## src/rtl/sprite_motion_ctrl.sv

```systemverilog
// Per-frame sprite scheduler: during vertical blanking it steps the sprite's
// bouncing top-left position and the animation bitmap select. Config writes
// land in shadow/pending registers and only reach the outputs at COMMIT, so
// the renderer never sees a change in the middle of a frame.
module sprite_motion_ctrl #(
  parameter int SCREEN_W    = 640,
  parameter int SCREEN_H    = 480,
  parameter int SPRITE_W    = 272,
  parameter int SPRITE_H    = 176,
  parameter int INIT_X      = 128,
  parameter int INIT_Y      = 128,
  parameter int ANIM_PERIOD = 16
) (
  input  logic       clk,
  input  logic       rst_n,
  input  logic       frame_start,
  input  logic       cfg_valid,
  output logic       cfg_ready,
  input  logic [1:0] cfg_addr,
  input  logic [9:0] cfg_data,
  output logic [9:0] sprite_x,
  output logic [9:0] sprite_y,
  output logic       anim_frame,
  output logic       overrun
);

  localparam logic [10:0] XMAX  = 11'(SCREEN_W - SPRITE_W);
  localparam logic [10:0] YMAX  = 11'(SCREEN_H - SPRITE_H);
  localparam int          CNT_W = (ANIM_PERIOD > 1) ? $clog2(ANIM_PERIOD) : 1;
  localparam logic [CNT_W-1:0] CNT_LAST = CNT_W'(ANIM_PERIOD - 1);

  typedef enum logic [1:0] {
    S_IDLE,
    S_CALC_X,
    S_CALC_Y,
    S_COMMIT
  } state_e;

  state_e state_q, state_d;

  logic             en_q, en_d;
  logic [3:0]       dx_q, dx_d;
  logic [3:0]       dy_q, dy_d;
  logic [9:0]       px_q, px_d;
  logic [9:0]       py_q, py_d;
  logic             px_pend_q, px_pend_d;
  logic             py_pend_q, py_pend_d;
  logic [9:0]       nx_q, nx_d;
  logic [9:0]       ny_q, ny_d;
  logic             dir_x_neg_q, dir_x_neg_d;
  logic             dir_y_neg_q, dir_y_neg_d;
  logic [9:0]       x_q, x_d;
  logic [9:0]       y_q, y_d;
  logic [CNT_W-1:0] anim_cnt_q, anim_cnt_d;
  logic             anim_q, anim_d;
  logic             overrun_q, overrun_d;

  logic             cfg_accept;
  logic [10:0]      step_x;
  logic [10:0]      step_y;

  // One bounce step on one axis. Result is {flip, new_pos}. The sum is taken
  // at 11 bits so an overshoot past the limit is seen instead of wrapping.
  function automatic logic [10:0] step_axis(input logic [9:0]  pos,
                                            input logic [3:0]  step,
                                            input logic        neg,
                                            input logic [10:0] lim);
    logic [10:0] sum;
    logic [9:0]  p;
    logic        flip;
    sum  = {1'b0, pos} + {7'b0, step};
    p    = pos;
    flip = 1'b0;
    if (step != 4'd0) begin
      if (!neg) begin
        if (sum >= lim) begin
          p    = lim[9:0];
          flip = 1'b1;
        end else begin
          p = sum[9:0];
        end
      end else begin
        if ({1'b0, pos} <= {7'b0, step}) begin
          p    = 10'd0;
          flip = 1'b1;
        end else begin
          p = pos - {6'b0, step};
        end
      end
    end
    return {flip, p};
  endfunction

  // Keep a host-written position inside the visible area.
  function automatic logic [9:0] clamp_pos(input logic [9:0]  v,
                                           input logic [10:0] lim);
    return ({1'b0, v} > lim) ? lim[9:0] : v;
  endfunction

  assign cfg_ready  = (state_q == S_IDLE);
  assign cfg_accept = cfg_valid && cfg_ready;
  assign step_x     = step_axis(x_q, dx_q, dir_x_neg_q, XMAX);
  assign step_y     = step_axis(y_q, dy_q, dir_y_neg_q, YMAX);

  assign sprite_x   = x_q;
  assign sprite_y   = y_q;
  assign anim_frame = anim_q;
  assign overrun    = overrun_q;

  // Frame sequencer: one pass through the three calculation steps per frame_start.
  always_comb begin
    state_d = state_q;
    case (state_q)
      S_IDLE:   if (frame_start) state_d = S_CALC_X;
      S_CALC_X: state_d = S_CALC_Y;
      S_CALC_Y: state_d = S_COMMIT;
      S_COMMIT: state_d = S_IDLE;
      default:  state_d = S_IDLE;
    endcase
  end

  // Shadow writes, per-axis position stepping, commit and animation.
  always_comb begin
    en_d        = en_q;
    dx_d        = dx_q;
    dy_d        = dy_q;
    px_d        = px_q;
    py_d        = py_q;
    px_pend_d   = px_pend_q;
    py_pend_d   = py_pend_q;
    nx_d        = nx_q;
    ny_d        = ny_q;
    dir_x_neg_d = dir_x_neg_q;
    dir_y_neg_d = dir_y_neg_q;
    x_d         = x_q;
    y_d         = y_q;
    anim_cnt_d  = anim_cnt_q;
    anim_d      = anim_q;
    // A frame_start that lands mid-calculation is dropped but remembered.
    overrun_d   = overrun_q | (frame_start && (state_q != S_IDLE));

    if (cfg_accept) begin
      case (cfg_addr)
        2'd0: en_d = cfg_data[0];
        2'd1: begin
          px_d      = clamp_pos(cfg_data, XMAX);
          px_pend_d = 1'b1;
        end
        2'd2: begin
          py_d      = clamp_pos(cfg_data, YMAX);
          py_pend_d = 1'b1;
        end
        2'd3: begin
          dx_d = cfg_data[3:0];
          dy_d = cfg_data[7:4];
        end
      endcase
    end

    case (state_q)
      S_CALC_X: begin
        // A pending host value wins and leaves the bounce direction alone.
        if (px_pend_q) begin
          nx_d = px_q;
        end else if (en_q) begin
          nx_d        = step_x[9:0];
          dir_x_neg_d = dir_x_neg_q ^ step_x[10];
        end else begin
          nx_d = x_q;
        end
      end
      S_CALC_Y: begin
        if (py_pend_q) begin
          ny_d = py_q;
        end else if (en_q) begin
          ny_d        = step_y[9:0];
          dir_y_neg_d = dir_y_neg_q ^ step_y[10];
        end else begin
          ny_d = y_q;
        end
      end
      S_COMMIT: begin
        x_d       = nx_q;
        y_d       = ny_q;
        px_pend_d = 1'b0;
        py_pend_d = 1'b0;
        if (en_q) begin
          if (anim_cnt_q == CNT_LAST) begin
            anim_cnt_d = '0;
            anim_d     = ~anim_q;
          end else begin
            anim_cnt_d = anim_cnt_q + 1'b1;
          end
        end
      end
      default: ;
    endcase
  end

  // State and register update; reset wins in every state and aborts a frame.
  always_ff @(posedge clk) begin
    if (!rst_n) begin
      state_q     <= S_IDLE;
      en_q        <= 1'b1;
      dx_q        <= 4'd2;
      dy_q        <= 4'd1;
      px_q        <= '0;
      py_q        <= '0;
      px_pend_q   <= 1'b0;
      py_pend_q   <= 1'b0;
      nx_q        <= 10'(INIT_X);
      ny_q        <= 10'(INIT_Y);
      dir_x_neg_q <= 1'b0;
      dir_y_neg_q <= 1'b0;
      x_q         <= 10'(INIT_X);
      y_q         <= 10'(INIT_Y);
      anim_cnt_q  <= '0;
      anim_q      <= 1'b0;
      overrun_q   <= 1'b0;
    end else begin
      state_q     <= state_d;
      en_q        <= en_d;
      dx_q        <= dx_d;
      dy_q        <= dy_d;
      px_q        <= px_d;
      py_q        <= py_d;
      px_pend_q   <= px_pend_d;
      py_pend_q   <= py_pend_d;
      nx_q        <= nx_d;
      ny_q        <= ny_d;
      dir_x_neg_q <= dir_x_neg_d;
      dir_y_neg_q <= dir_y_neg_d;
      x_q         <= x_d;
      y_q         <= y_d;
      anim_cnt_q  <= anim_cnt_d;
      anim_q      <= anim_d;
      overrun_q   <= overrun_d;
    end
  end

endmodule

```

## config.mk

```make
export PLATFORM = sky130hd
export DESIGN_NAME = sprite_motion_ctrl
export DESIGN_NICKNAME = d
export VERILOG_FILES = /design/src/rtl/sprite_motion_ctrl.sv
export SDC_FILE = /design/constraint.sdc
export NUM_CORES = 1
export LEC_CHECK = 0
export ABC_AREA = 1
export CAP_MARGIN = 25
export CORE_ASPECT_RATIO = 1.2
export CORE_MARGIN = 5
export CORE_UTILIZATION = 25
export CTS_CLUSTER_DIAMETER = 100
export DETAILED_ROUTE_END_ITERATION = 12
export PLACE_DENSITY_LB_ADDON = 0.08
export SLEW_MARGIN = 20
export SYNTH_ARGS = -nofsm -noshare
export SYNTH_HDL_FRONTEND = slang
export SYNTH_SLANG_ARGS = --single-unit
```

## constraint.sdc

```tcl
create_clock -name clk -period 3 [get_ports clk]
set_clock_uncertainty 0.15 [all_clocks]
set_input_delay 0.3 -clock clk [delete_from_list [all_inputs] [get_ports clk]]
set_output_delay 0.3 -clock clk [all_outputs]
set_load 0.03 [all_outputs]
```

======== Word level (Yosys, flattened, before mapping) ========
Index checks and enable logic that the tools add are counted.
operators by class
  add/sub/neg operators ................... 5
  $mul .................................... 0
  div/mod/pow operators ................... 0
  order comparisons ....................... 6
  equality and inequality tests ........... 8
  shifts and indexed selects .............. 0
  mux-type cells .......................... 25
  bitwise operators ....................... 7
  reductions and logical operators ........ 16
operator list
  kind                                                                                   count
  10-bit 2-to-1 mux                                                                      14
  10-bit by 4-bit adder with 11-bit output                                               2
  11-bit by 9-bit greater-or-equal comparator with 1-bit output (second input constant)  2
  10-bit by 9-bit greater-than comparator with 1-bit output (second input constant)      2
  10-bit by 4-bit <= comparator with 1-bit output                                        2
  10-bit by 4-bit subtractor with 10-bit output                                          2
  2-bit AND reduction                                                                    5
  3-bit AND reduction                                                                    3
  2-bit == test (second input constant)                                                  4
  1-bit 2-to-1 mux                                                                       8
  2-bit one-hot mux with 4 select lines                                                  1
  4-bit nonzero test                                                                     2
  4-bit by 1-bit adder with 4-bit output (second input constant)                         1
  2-bit by 1-bit == test with 1-bit output (second input constant)                       2
  4-bit == test (second input constant)                                                  1
  2-bit logical NOT                                                                      2
  4-bit 2-to-1 mux                                                                       1
  1-bit inverter                                                                         4
  1-bit logical AND                                                                      2
  2-bit 2-to-1 mux                                                                       1
  2-bit != test (second input constant)                                                  1
  2-bit nonzero test                                                                     1
  2-bit OR reduction                                                                     1
  1-bit bitwise XOR                                                                      2
  1-bit bitwise OR                                                                       1
word-level totals
  register bits ........................... 81
  latch bits .............................. 0
  memory bits (writable) .................. 0
  bits in read-only memories .............. 0
  bits of input ports ..................... 16
  word-level logic and storage cells ...... 84
  memories kept ........................... 0

======== Logic depth before layout (Yosys ltp) ========
  word-level depth ........................ 7
  gate-level depth with buffers ........... 20
  depth with buffers taken out ............ 19

======== Least setup slack after synthesis ========
Ideal clock, no wire load.
  path kind ............................... register to register
  start ................................... register x_q[0] (netlist: sprite_x[0])
  end ..................................... register nx_q[5]
  setup time .............................. 129 ps
  data arrival time ....................... 2,154 ps
  data required time ...................... 2,721 ps
  slack ................................... 567 ps
  cell stages (with the launch flop) ...... 17
  path buffers ............................ 0
  clock period less this slack ............ 2,433 ps
  cell sequence ........................... dfxtp_1 > inv_1 > ha_1 > inv_1 > fa_1 > nand2_1 > nand2_1 > a21oi_2 > nand2_2 > o21ai_0 > nand2_1 > nand2_2 > inv_2 > a22oi_1 > nand3_1 > a21oi_1 > nor2_1
between the ends
  cells in the longest elaborated chain, start to end .. 7
RTL lines
  item                                                           line  source
  start: declaration                                             52    logic [9:0] x_q, x_d;
  start signal: assignment                                       215   x_q <= 10'(INIT_X);
  10-bit by 4-bit adder with 11-bit output                       71    sum = {1'b0, pos} + {7'b0, step};
  11-bit by 9-bit greater-or-equal comparator with 1-bit output  76    if (sum >= lim) begin
  10-bit 2-to-1 mux                                              76
  10-bit 2-to-1 mux (*)                                          75    if (!neg) begin
  10-bit 2-to-1 mux (*)                                          74    if (step != 4'd0) begin
  10-bit 2-to-1 mux (*)                                          165   end else if (en_q) begin
  10-bit 2-to-1 mux (*)                                          163   if (px_pend_q) begin
  end signal: assignment                                         211   nx_q <= 10'(INIT_X);
  end signal: assignment                                         229   nx_q <= nx_d;
  end: declaration                                               48    logic [9:0] nx_q, nx_d;
Mark *: on every way between the ends. The rest lies on a longest branch, timed or not.
A chain may end at the register's enable or synchronous reset.

======== Worst setup path in the final report ========
  start ................................... register dx_q[1]
  end ..................................... register nx_q[6]
between the ends
  cells in the longest elaborated chain, start to end .. 7
RTL lines
  item                                                           line  source
  start: declaration                                             42    logic [3:0] dx_q, dx_d;
  start signal: assignment                                       205   dx_q <= 4'd2;
  start signal: assignment                                       223   dx_q <= dx_d;
  10-bit by 4-bit adder with 11-bit output                       71
  11-bit by 9-bit greater-or-equal comparator with 1-bit output  76
  10-bit 2-to-1 mux                                              76
  10-bit 2-to-1 mux                                              75
  10-bit 2-to-1 mux (*)                                          74
  10-bit 2-to-1 mux (*)                                          165
  10-bit 2-to-1 mux (*)                                          163
Marks and branches as above.

==> flow_summary.ini <==
[drt]
vias = 4935
viasPerCell = 4.75
first_pass_iters = 5
drt-initial-drc-count = 295
routedWlPerCell_um = 15.9
final_antenna_net_count = 0
drc_errors = 0
wirelength_um = 16500

[global_route]
grt_pass1_vias = 4899
antenna_found_initial = 0
grt_pass1_wl_um = 26700
overflow = 0
grt_max_degree = 50
grt_util_all_layers_pct = 14.6

[critical_path]
crit_path_end_kind = flip-flop
cp_data_required_time_ns = 3.04
worstReg2RegEnd = nx_q[6]$_SDFFE_PN0P_
critical_path_class = flip-flop to flip-flop
crit_arrival_ns = 2.71
start_kind = flip-flop
crit_fanout = 5
rr_startpoint = dx_q[1]$_SDFFE_PN1P_
rrSetupSlack_ns = 0.34
reg2reg_depth = 12

[cells_and_area]
nets = 813
fillers = 2181
diodes = 0
synthToLayoutAreaGrowth_pct = 20.3
finish.utilization_pct = 30.6
layout-drive-gt1-share_pct = 9.27

[clocking]
max-clock-path-buffers = 2
cts_tree = built
numCtsBuffers = 9
path_clk_slew_ns = 0.06
cts_root_buf = clkbuf_16
cts-hold-fix-buffers = 0
cts_max_level = 3
cts_sinks = 81
clock_latency_ns = 0.34
cts_resized = 0
post_cts_buffers = 0

[power_and_ir_drop]
p_switching_mw = 2.10
pwr-share-seq_pct = 30.1
power_frac_comb_pct = 43.7
leakage_nw = 2.63
p_sw_share_pct = 41.6
powerDensity_nw_per_um2 = 841
power.internal_mw = 2.95
finalPower_mw = 5.05
ir_worst_vdd_v = 0.000302
power.share.clock_pct = 26.2

[floorplanning]
die_w_um = 139
fp.dieH_um = 165
fp-row-count = 56
dieArea_sq_um = 22900
core_sq_um = 19600
ios = 39
start_util_pct = 25.4

[synthesis]
synth_xor_area_share_pct = 2.28
synthAdderAreaFrac_pct = 6.87
synth_top_flop_cell = dfxtp_1
yosysSeqAreaShare_pct = 32.5
syn_avg_cell_area_sq_um = 6.77
synth_top_cell_area_share_pct = 32.5
async_reset_ff_share_pct = 0
yosys-top-cells-area = dfxtp_1 32%, nand2_1 12%, a21oi_1 7.6%
synth_top_family_by_area = simple AND/OR/NAND/NOR gates
synth_compound_area_share_pct = 20.3
ys_seq_elements = 81
netlist_area_sq_um = 4990
synth_cells = 737
yosys_warnings = 0
synthMuxAreaShare_pct = 0
synth_edf_count = 0
synth_cell_types = 45
synthSimpleGateAreaFrac_pct = 29.2
synth_top_cell_by_area = dfxtp_1
synth_nets = 778

[timing]
grt_setup_unrepaired = no
slew_headroom_pct = 45.9
period_share_pct = 88.8
setup_violations = 0
finalHoldViolCount = 0
fin_tns_setup_ns = 0
maxSlewViolCount = 0
min_period_ns = 2.66
tightest_slew_ns = 0.811
max_freq_ghz = 0.375

[run_status]
status = finished, final reports clean

[min_path]
hold_end = px_q[9]$_SDFFE_PN0P_
hold_class = flip-flop to flip-flop
hold_depth = 2
hp-start = px_q[9]$_SDFFE_PN0P_

[flow_run]
max_cap_violations = 0

[placement]
port-buffer-count = 38
place.gp.congestion = 0.926
dpl.hpwl_um = 12800
power groups by stage:
stage	Clock (mW)	Sequential [mW]	Combinational (mW)
after detailed placement	0	1.55	2.22
after global routing	1.41	1.56	2.49
after floorplan	0	1.57	1.49
after CTS	1.36	1.53	2.23
final	1.32	1.52	2.21
after global placement	0	1.55	2.25
final cells by class:
class                           instances  area, sq um  share of cell area (%)
Multi-Input combinational cell        551         2930                    48.7
Sequential cell                        81         1620                    27.0
Timing Repair Buffer                   50          470                    7.83
Tap cell                              261          327                    5.44
Inverter                               79          297                    4.94
Clock buffer                           12          267                    4.44
Clock inverter                          4         97.6                    1.63
cells in the final DEF, fill, tap and decap left out, drive strengths merged, types with 3 or more instances in the layout:
master / n
a22o: 3
nand3: 46
inv: 74
a21oi: 86
o211ai: 3
nand4: 5
bufinv: 3
o21ai: 71
a31oi: 5
nor3: 11
or2: 5
clkdlybuf4s50: 38
a221oi: 3
a211oi: 3
fa: 4
clkbuf: 12
xor2: 12
buf: 12
dfxtp: 81
nand2: 166
clkinv: 5
ha: 21
nor2: 92
nor4: 5
registers in the layout, indices dropped and copies added (netlist names), 10 cells and up:
name	flops
nx_q	10
ny_q	10
px_q	10
py_q	10
sprite_x	10
sprite_y	10
worst max path at each step:
stage / end / slack [ns] / cells past startpoint / from
detailed placement: nx_q[5]$_SDFFE_PN0P_ / 0.36 / 16 / sprite_x[0]$_SDFFE_PN0P_
finish: nx_q[6]$_SDFFE_PN0P_ / 0.34 / 12 / dx_q[1]$_SDFFE_PN1P_
floorplan: nx_q[5]$_SDFFE_PN0P_ / 0.57 / 16 / sprite_x[0]$_SDFFE_PN0P_
global placement: nx_q[5]$_SDFFE_PN0P_ / 0.34 / 16 / sprite_x[0]$_SDFFE_PN0P_
CTS: nx_q[5]$_SDFFE_PN0P_ / 0.33 / 16 / sprite_x[0]$_SDFFE_PN0P_
global route: nx_q[7]$_SDFFE_PN1P_ / 0.13 / 13 / sprite_x[1]$_SDFFE_PN0P_
Yosys cell counts (4+ instances only):
cell and instances:
nand2_1 155, clkinv_1 5, fa_1 4, nand3_2 5, dfxtp_1 81, ha_1 21
nor3_1 8, a21oi_2 10, nor2_1 90, o21ai_0 69, a31oi_1 5, inv_2 7
nand3_1 41, a21oi_1 76, nand4_1 5, xor2_1 12, inv_1 67, clkbuf_1 16
or2_2 4, nor4_1 5, nand2_2 8
worst max-delay path, stage by stage, from the launching register on:
cell     delay, ns
dfxtp_1       0.41
inv_1         0.13
ha_1          0.33
o21ai_0       0.42
nand3_1       0.19
nand2_1       0.12
nand3_2       0.08
o21ai_2       0.22
nand2_4       0.10
nand2_4       0.08
nand3_1       0.08
a21oi_1       0.13
nor2_1        0.05
cell families (layout without fill, tap and decap cells):
| logic type | Yosys count | after routing |
|---|---|---|
| simple gates | 332 | 332 |
| compound gates | 181 | 181 |
| buf+inv | 105 | 145 |
| flops | 81 | 81 |
| fa+ha+maj | 25 | 25 |
| xor+xnor | 13 | 13 |
stage by stage:
stage	cell area [sq um]	std cells	hold slack (ns)	setup WS (ns)
finish	6000	1038	0.292	0.335
CTS	6000	1038	0.299	0.333
global placement	5640	1022	0.284	0.340
global route	6000	1038	0.316	0.125
detailed placement	5640	1022	0.289	0.364
floorplan	4990	737	0.265	0.567
routing by layer:
metal  GRT usage, %  vias to the layer above  wire, um
met2           24.2                       88      7720
met4           5.03                        0       324
met5              0                        -         0
met1           19.4                     2327      7980
li1               -                     2498         -
met3           2.32                       22       480
(Power assumes the default switching activity.)
